==> src/rtl/sdram_bscan_ctl.sv <==
// rtl/sdram_bscan_ctl.sv - boundary-scan sequencer for the SDRAM MD pad ring
//
// Runs one capture-shift-update pass over the MD boundary-scan chain per start
// request and returns the captured pad values in parallel.
//
// Ports:
//   clk, reset        system clock, synchronous active-high reset
//   start             request a pass (accepted in IDLE or DONE only)
//   update_en         latched with start; 1 = pulse BScanUpdate at the end
//   load_data         latched with start; cell k ends up holding load_data[k]
//   mode_req          requested BScanMode level (frozen while busy)
//   bscan_out         chain tail (cell CHAIN_LEN-1 serial out)
//   bscan_in          serial data into cell 0
//   BScanShift/Clock/Mode/Update  pad chain controls
//   cap_data          captured pad values, cap_data[k] = cell k
//   busy, done        pass in progress / one-cycle completion pulse

module sdram_bscan_ctl #(
   parameter int CHAIN_LEN = 32,
   parameter int CNT_W     = 6
) (
   input  logic                 clk,
   input  logic                 reset,
   input  logic                 start,
   input  logic                 update_en,
   input  logic [CHAIN_LEN-1:0] load_data,
   input  logic                 mode_req,
   input  logic                 bscan_out,
   output logic                 bscan_in,
   output logic                 BScanShift,
   output logic                 BScanClock,
   output logic                 BScanMode,
   output logic                 BScanUpdate,
   output logic [CHAIN_LEN-1:0] cap_data,
   output logic                 busy,
   output logic                 done
);

   typedef enum logic [2:0] {
      S_IDLE,
      S_CAPTURE,
      S_SHIFT,
      S_UPDATE,
      S_DONE
   } state_t;

   localparam logic [CNT_W-1:0] LAST = CNT_W'(CHAIN_LEN - 1);

   state_t               state, state_n;
   logic                 phase, phase_n;   // 0 = scan clock low cycle, 1 = high cycle
   logic [CNT_W-1:0]     cnt, cnt_n;
   logic                 accept;
   logic                 upd_q;
   logic [CHAIN_LEN-1:0] ld_q;
   logic                 shift_bit;

   always_comb begin
      state_n = state;
      phase_n = phase;
      cnt_n   = cnt;
      accept  = 1'b0;
      case (state)
         S_IDLE, S_DONE: begin
            if (start) begin
               state_n = S_CAPTURE;
               phase_n = 1'b0;
               accept  = 1'b1;
            end else begin
               state_n = S_IDLE;
            end
         end
         S_CAPTURE: begin
            if (!phase) begin
               phase_n = 1'b1;
            end else begin
               state_n = S_SHIFT;
               phase_n = 1'b0;
               cnt_n   = '0;
            end
         end
         S_SHIFT: begin
            if (!phase) begin
               phase_n = 1'b1;
            end else if (cnt == LAST) begin
               state_n = upd_q ? S_UPDATE : S_DONE;
               phase_n = 1'b0;
            end else begin
               cnt_n   = cnt + 1'b1;
               phase_n = 1'b0;
            end
         end
         S_UPDATE: begin
            if (!phase) begin
               phase_n = 1'b1;
            end else begin
               state_n = S_DONE;
               phase_n = 1'b0;
            end
         end
         default: begin
            state_n = S_IDLE;
            phase_n = 1'b0;
         end
      endcase
   end

   // MSB first: bit i of the pass presents load_data[CHAIN_LEN-1-i].
   always_comb begin
      shift_bit = 1'b0;
      for (int k = 0; k < CHAIN_LEN; k++) begin
         if (cnt_n == CNT_W'(CHAIN_LEN - 1 - k)) shift_bit = ld_q[k];
      end
   end

   // Outputs are registered from the next state, so each output cycle
   // reflects the state the sequencer occupies in that same cycle.
   always_ff @(posedge clk) begin
      if (reset) begin
         state       <= S_IDLE;
         phase       <= 1'b0;
         cnt         <= '0;
         upd_q       <= 1'b0;
         ld_q        <= '0;
         bscan_in    <= 1'b0;
         BScanShift  <= 1'b0;
         BScanClock  <= 1'b0;
         BScanMode   <= 1'b0;
         BScanUpdate <= 1'b0;
         cap_data    <= '0;
         busy        <= 1'b0;
         done        <= 1'b0;
      end else begin
         state <= state_n;
         phase <= phase_n;
         cnt   <= cnt_n;
         if (accept) begin
            ld_q  <= load_data;
            upd_q <= update_en;
         end
         busy        <= (state_n == S_CAPTURE) || (state_n == S_SHIFT) || (state_n == S_UPDATE);
         done        <= (state_n == S_DONE);
         BScanShift  <= (state_n == S_SHIFT);
         BScanClock  <= ((state_n == S_CAPTURE) || (state_n == S_SHIFT)) && phase_n;
         BScanUpdate <= (state_n == S_UPDATE);
         if ((state_n == S_SHIFT) && !phase_n) bscan_in <= shift_bit;
         if ((state_n == S_IDLE) || (state_n == S_DONE)) BScanMode <= mode_req;
         // End of a shift low cycle: the tail holds the cell that bit i lands on.
         if ((state == S_SHIFT) && !phase) begin
            for (int k = 0; k < CHAIN_LEN; k++) begin
               if (cnt == CNT_W'(CHAIN_LEN - 1 - k)) cap_data[k] <= bscan_out;
            end
         end
      end
   end

endmodule

==> config.mk <==
export PLATFORM = sky130hd
export DESIGN_NAME = sdram_bscan_ctl
export DESIGN_NICKNAME = d
export VERILOG_FILES = /design/src/rtl/sdram_bscan_ctl.sv
export SDC_FILE = /design/constraint.sdc
export NUM_CORES = 1
export LEC_CHECK = 0
export CAP_MARGIN = 20
export CORE_MARGIN = 2
export CORE_UTILIZATION = 23
export DETAILED_ROUTE_END_ITERATION = 16
export PLACE_DENSITY = 0.42
export SKIP_LAST_GASP = 1
export SLEW_MARGIN = 20
export SYNTH_ARGS = -nofsm -noshare
export SYNTH_HDL_FRONTEND = slang
export SYNTH_SLANG_ARGS = --single-unit
==> constraint.sdc <==
create_clock -name clk -period 2.9 [get_ports clk]
set_clock_uncertainty 0.1 [all_clocks]
set_input_delay 0.58 -clock clk [delete_from_list [all_inputs] [get_ports clk]]
set_output_delay 0.58 -clock clk [all_outputs]
set_load 0.005 [all_outputs]
==> flow_summary.json, run 1 <==
{
  "path_max_fanout": 8,
  "synth-edff-count": 0,
  "place_area_sq_um": 5200,
  "avgRoutedWirePerCell_um": 15.1,
  "hold_viol": 0,
  "synth_seq_cells": 82,
  "grt_overflow_total": 0,
  "worstPathRequired_ns": 3.02,
  "arrival_ns": 2.86,
  "ys_async_sr_fraction": 0,
  "slew_viol_final": 0,
  "leakage_nw": 2.08,
  "h-tree-depth": 3,
  "cts_tree": "yes",
  "timing.fmax_ghz": 0.364,
  "rsz0062_at_grt": "false",
  "syn_nets": 576,
  "grt_max_degree": 46,
  "worstMarginPinSlew_ns": 0.764,
  "drive_gt1_frac": 0.0962,
  "hold_class": "reg2reg",
  "hold_buffers": 0,
  "portBuffers": 76,
  "ys.flop_type": "dfxtp_1",
  "cap_viol_max_count": 0,
  "core_sq_um": 17800,
  "first_global_vias": 3828,
  "setup_viol": 0,
  "yosys_warnings": 0,
  "ctsRootBufferMaster": "clkbuf_16",
  "drc": 0,
  "ios": 77,
  "grt_usage": 0.134,
  "grt_use_met3": 0.0336,
  "ys_seq_area_frac": 0.396,
  "grt_pass1_wl_mm": 20.8,
  "syn-cell-area_sq_um": 4150,
  "busiest_layer": "met2",
  "start_util": 0.232,
  "final_common_cell": "nand2_1",
  "cts_buffer_depth": 2,
  "total_power_mw": 2.61,
  "dr_total_vias": 4025,
  "cts.reportedPaths.clkPinSlew_ns": 0.06,
  "clock_sinks": 82,
  "crit_path_start_kind": "flop",
  "finalCriticalPeriod_ns": 2.74,
  "final_cell_mix": "113 x nand2_1, 82 x dfxtp_1, 75 x clkdlybuf4s50_1",
  "grt.met2_usage": 0.212,
  "regArea_sq_um": 1640,
  "synth_cell_type_count": 68,
  "nets": 650,
  "relSlewSlack": 0.489,
  "die_h_um": 138,
  "via_per_inst": 4.78,
  "p_per_area_nw_per_um2": 474,
  "insertion_delay_ns": 0.34,
  "gp_congestion": 0.894,
  "first_pass_iters": 4,
  "die_w_um": 138,
  "critPathKind": "reg2reg",
  "wl_mm": 12.7,
  "cts_made_buffers": 9,
  "dieArea_sq_um": 19100,
  "syn_inst": 534,
  "fillerInstances": 1939,
  "irDropWorstVdd_mv": 0.278,
  "drt_iter0_drc": 210,
  "dpl.hpwl_mm": 9.50,
  "antenna_cells": 0,
  "fp-row-count": 49,
  "design_area_sq_um": 5510,
  "route.antenna.remaining_nets": 0,
  "antenna_found_initial": 0,
  "outcome": "completed",
  "multi_input_comb_area_sq_um": 2290,
  "avgSynthCellArea_sq_um": 7.77,
  "worstSetupEndpointType": "flop",
  "met1_usage": 0.181,
  "setup-tns-final_ns": 0,
  "area_growth_pct": 32.7,
  "finalCritPeriodShare": 0.946
}
[layout make-up]
cell class,instances,share of cell area
multi-input cells,405,0.417
flip-flops and latches,82,0.298
repair buffers,103,0.174
well taps,229,0.0520
clock buffers,14,0.0480
clock inverters,2,0.00636
inverters,7,0.00477
[critical path, stage by stage (launching register included)]
cell	delay (ns)
dfxtp_1	0.46
or3b_1	0.57
nor3_4	0.29
o21ai_1	0.19
nand2_1	0.20
nor2_1	0.11
a221oi_1	0.30
a2bb2oi_1	0.27
a311oi_2	0.13
[repair_timing]
item	in CTS	in global routing
gates resized for setup	0	3
setup endpoints to repair	0	1
buffers inserted	0	1
[registers in the layout (all words and copies together) (netlist names), 3 cells and up]
| signal | count |
|---|---|
| cap_data | 32 |
| ld_q | 32 |
| cnt | 6 |
| state | 3 |
[routing by layer]
metal,vias up,wire [um]
met5,-,0
met4,0,204
met3,14,543
met2,86,5910
met1,1916,6080
li1,2009,-
[cells in the mapped netlist (all sizes together), types with 6 or more instances]
library cell	number	area, sq um
a21oi	62	310
and2	10	62.6
and3	7	43.8
buf	14	90.1
clkbuf	26	97.6
dfxtp	82	1640
inv	6	22.5
mux2i	24	240
nand2	114	430
nand2b	6	45.0
nand3	43	220
nand4	6	37.5
nor2	43	164
nor3	9	56.3
o21ai	19	110
[power breakdown]
| group | total, mW | switching (mW) | internal [mW] |
|---|---|---|---|
| clock | 1.16 | 0.449 | 0.714 |
| combinational | 0.247 | 0.131 | 0.116 |
| sequential | 1.20 | 0.0328 | 1.17 |
| total | 2.61 | 0.613 | 2.00 |
[path summary, 6_finish.rpt]
path,slack [ns],cells past startpoint,end,from
worst min register to register,0.35,2,cap_data[11],cap_data[11]
worst max-delay path,0.16,8,bscan_in,state[1]
worst min-delay path,0.35,2,cap_data[11],cap_data[11]
worst max register to register,0.16,8,bscan_in,state[1]
[through the flow]
| stage | utilization | instances | worst slack [ns] | hold slack [ns] |
|---|---|---|---|---|
| after floorplan | - | 534 | 0.426 | 0.332 |
| after global placement | 0.291 | 825 | 0.152 | 0.347 |
| after detailed placement | 0.291 | 825 | 0.205 | 0.350 |
| after CTS | 0.308 | 841 | 0.176 | 0.358 |
| after global routing | 0.309 | 842 | 0.0299 | 0.377 |
| final | 0.309 | 842 | 0.156 | 0.354 |
[kinds of logic after synthesis]
logic type               synth area share
AO/OA/AOI/OAI                       0.183
XOR/XNOR                          0.00422
adder cells (fa/ha/maj)            0.0121
buffers and inverters              0.0516
flip-flops                          0.396
multiplexers                       0.0579
AND/OR/NAND/NOR                     0.295
Note: power is estimated with default switching activity, not from simulation.
==> inputs of run 2 (changes only) <==
--- a/config.mk
+++ b/config.mk
@@ -9,4 +9,5 @@
 export CORE_MARGIN = 2
 export CORE_UTILIZATION = 23
+export CTS_CLUSTER_DIAMETER = 60
 export DETAILED_ROUTE_END_ITERATION = 16
 export PLACE_DENSITY = 0.42
==> constraint.sdc (replaced) <==
create_clock -name clk -period 2.9 [get_ports clk]
set_clock_uncertainty 0.1 [all_clocks]
set_input_delay 0.58 -clock clk [delete_from_list [all_inputs] [get_ports clk]]
set_output_delay 0.58 -clock clk [all_outputs]
set_load 0.1 [all_outputs]
==> run 2 against run 1 <==
Net effect:
- first-iteration DRC count rose by 24%
- flip-flop and latch count unchanged
- clock power is essentially flat
- worst hold slack improved by 0.0028 ns
- sequential power about the same
- worst setup slack better by 0.016 ns
- non-clock buffer count is 6 higher
- via count decreased by 0.67%
- critical path depth increased by 1
- sequential share of layout area up 0.11 points
- cell area down 0.36%
- utilization is 0.11 points lower
- largest power group unchanged
==> flow_summary.json, run 2 (synthesis gave the netlist of run 1 again) <==
{
  "hold_viol": 0,
  "grt_overflow_total": 0,
  "drive_gt1_frac": 0.171,
  "slew_viol_final": 0,
  "core_sq_um": 17800,
  "path_max_fanout": 6,
  "rr_startpoint": "state[1]",
  "r2r-end": "bscan_in",
  "dp.cells": 832,
  "fp-row-count": 49,
  "nets": 656,
  "die_w_um": 138,
  "post_cts_buffers": 0,
  "cts_tree": "yes",
  "grt_pass1_wl_mm": 20.8,
  "route.antenna.remaining_nets": 0,
  "worstMarginPinSlew_ns": 0.811,
  "rsz0062_at_grt": "false",
  "grt_usage": 0.135,
  "timing.fmax_ghz": 0.367,
  "drt_iter0_drc": 260,
  "finalWorstSetupSlack_ns": 0.173,
  "ctsResizeCount": 0,
  "dr_total_vias": 3998,
  "cts_buffer_depth": 2,
  "setup_viol": 0,
  "dp_slack_ns": 0.143,
  "worstSetupEndpointType": "flop",
  "arrival_ns": 2.85,
  "irDropWorstVdd_mv": 0.298,
  "via_per_inst": 4.71,
  "multi_input_comb_area_sq_um": 2290,
  "fillerInstances": 1907,
  "ctsRootBufferMaster": "clkbuf_16",
  "regArea_sq_um": 1640,
  "finalNonFillerCells": 848,
  "finalCriticalPeriod_ns": 2.73,
  "area_growth_pct": 32.2,
  "critPathKind": "reg2reg",
  "worstPathRequired_ns": 3.02,
  "cts_made_buffers": 9,
  "cap_viol_max_count": 0,
  "wl_mm": 13.0,
  "grt_max_degree": 57,
  "min_to": "ld_q[19]",
  "antenna_found_initial": 0,
  "h-tree-depth": 3,
  "cts.reportedPaths.clkPinSlew_ns": 0.06,
  "drc": 0,
  "avgRoutedWirePerCell_um": 15.3,
  "hp-start": "ld_q[19]",
  "biggestRegsByFlops": "cap_data (32), ld_q (32), cnt (6)",
  "insertion_delay_ns": 0.35,
  "holdPathStages": 2,
  "crit_path_start_kind": "flop",
  "first_global_vias": 3745,
  "final_cell_mix": "113 x nand2_1, 82 x dfxtp_1, 70 x buf_4",
  "start_util": 0.232,
  "ios": 77,
  "dieArea_sq_um": 19100,
  "final_common_cell": "nand2_1",
  "hold_class": "reg2reg",
  "p_per_area_nw_per_um2": 487,
  "leakage_nw": 2.19,
  "clock_sinks": 82,
  "critPathSlowestCell": "or3b_1",
  "setup-tns-final_ns": 0,
  "finalCritPeriodShare": 0.940,
  "slowest_delay_ns": 0.52,
  "first_pass_iters": 5,
  "portBuffers": 76,
  "relSlewSlack": 0.458,
  "worstPathCellList": "or3b_1 -> nor3_4 -> buf_4 -> o21ai_1 -> nand2_1 -> nor2_1 -> a221oi_1 -> a2bb2oi_1 -> a311oi_2",
  "dpl.hpwl_mm": 9.68,
  "gp_congestion": 0.828,
  "antenna_cells": 0,
  "hold_buffers": 0,
  "ff2ff_setup_slack_ns": 0.17,
  "die_h_um": 138,
  "rr_worst_depth": 9,
  "outcome": "completed"
}
[run 2: changes by cell type in the layout (fill, tap and decap cells not counted), moves of 2 or more]
| cell | before | now |
|---|---|---|
| buf_12 | 0 | 2 |
| buf_4 | 27 | 70 |
| clkbuf_1 | 3 | 1 |
| clkdlybuf4s50_1 | 75 | 36 |
| clkinvlp_4 | 0 | 2 |
[run 2: report_power, final]
group          switching (mW)  internal [mW]  leakage [nW]
combinational           0.169          0.116          1.38
sequential             0.0315           1.17         0.667
clock                   0.491          0.696         0.142
[run 2: area by class of cell]
type                            count  area share
Sequential cell                    82       0.299
Multi-Input combinational cell    405       0.418
Clock buffer                       11      0.0443
Tap cell                          229      0.0522
Inverter                            7     0.00479
Timing Repair Buffer              109       0.170
Clock inverter                      5      0.0114
[run 2: metal layers]
metal  track usage  up-vias  wire, um
li1              -     2015         -
met1         0.182     1870      6140
met2         0.213       98      6040
met3        0.0319       15       599
met4        0.0489        0       184
met5             0        -         0
[run 2: metrics by stage]
stage / instance area [sq um] / power, mW / hold slack, ns / util
after detailed placement: 5180 / 1.51 / 0.350 / 0.290
final: 5490 / 2.67 / 0.356 / 0.307
after CTS: 5480 / 2.71 / 0.359 / 0.307
after floorplan: 4150 / 1.39 / 0.332 / -
after global placement: 5180 / 1.51 / 0.348 / 0.290
after global routing: 5490 / 2.80 / 0.375 / 0.307
[run 2: critical path, delay by kind of cell (launching register included)]
family / cells / cell delay, ns
and+or+nand+nor: 4 / 1.08
buffers and inverters: 1 / 0.16
DFF: 1 / 0.43
AOI/OAI and AO/OA: 4 / 0.82
[run 2: worst max-delay path by stage]
stage,from,to,cells after the start
final,state[1],bscan_in,9
after global routing,state[1],bscan_in,9
after CTS,cnt[0],bscan_in,9
after detailed placement,cnt[0],bscan_in,9
after global placement,cnt[0],bscan_in,9
after floorplan,cnt[1],bscan_in,10
==> inputs of run 3 (changes only) <==
SLEW_MARGIN = not set   (was 20)
==> results of run 3 <==
The final DEF is identical to that of run 2; final timing and power are the same.
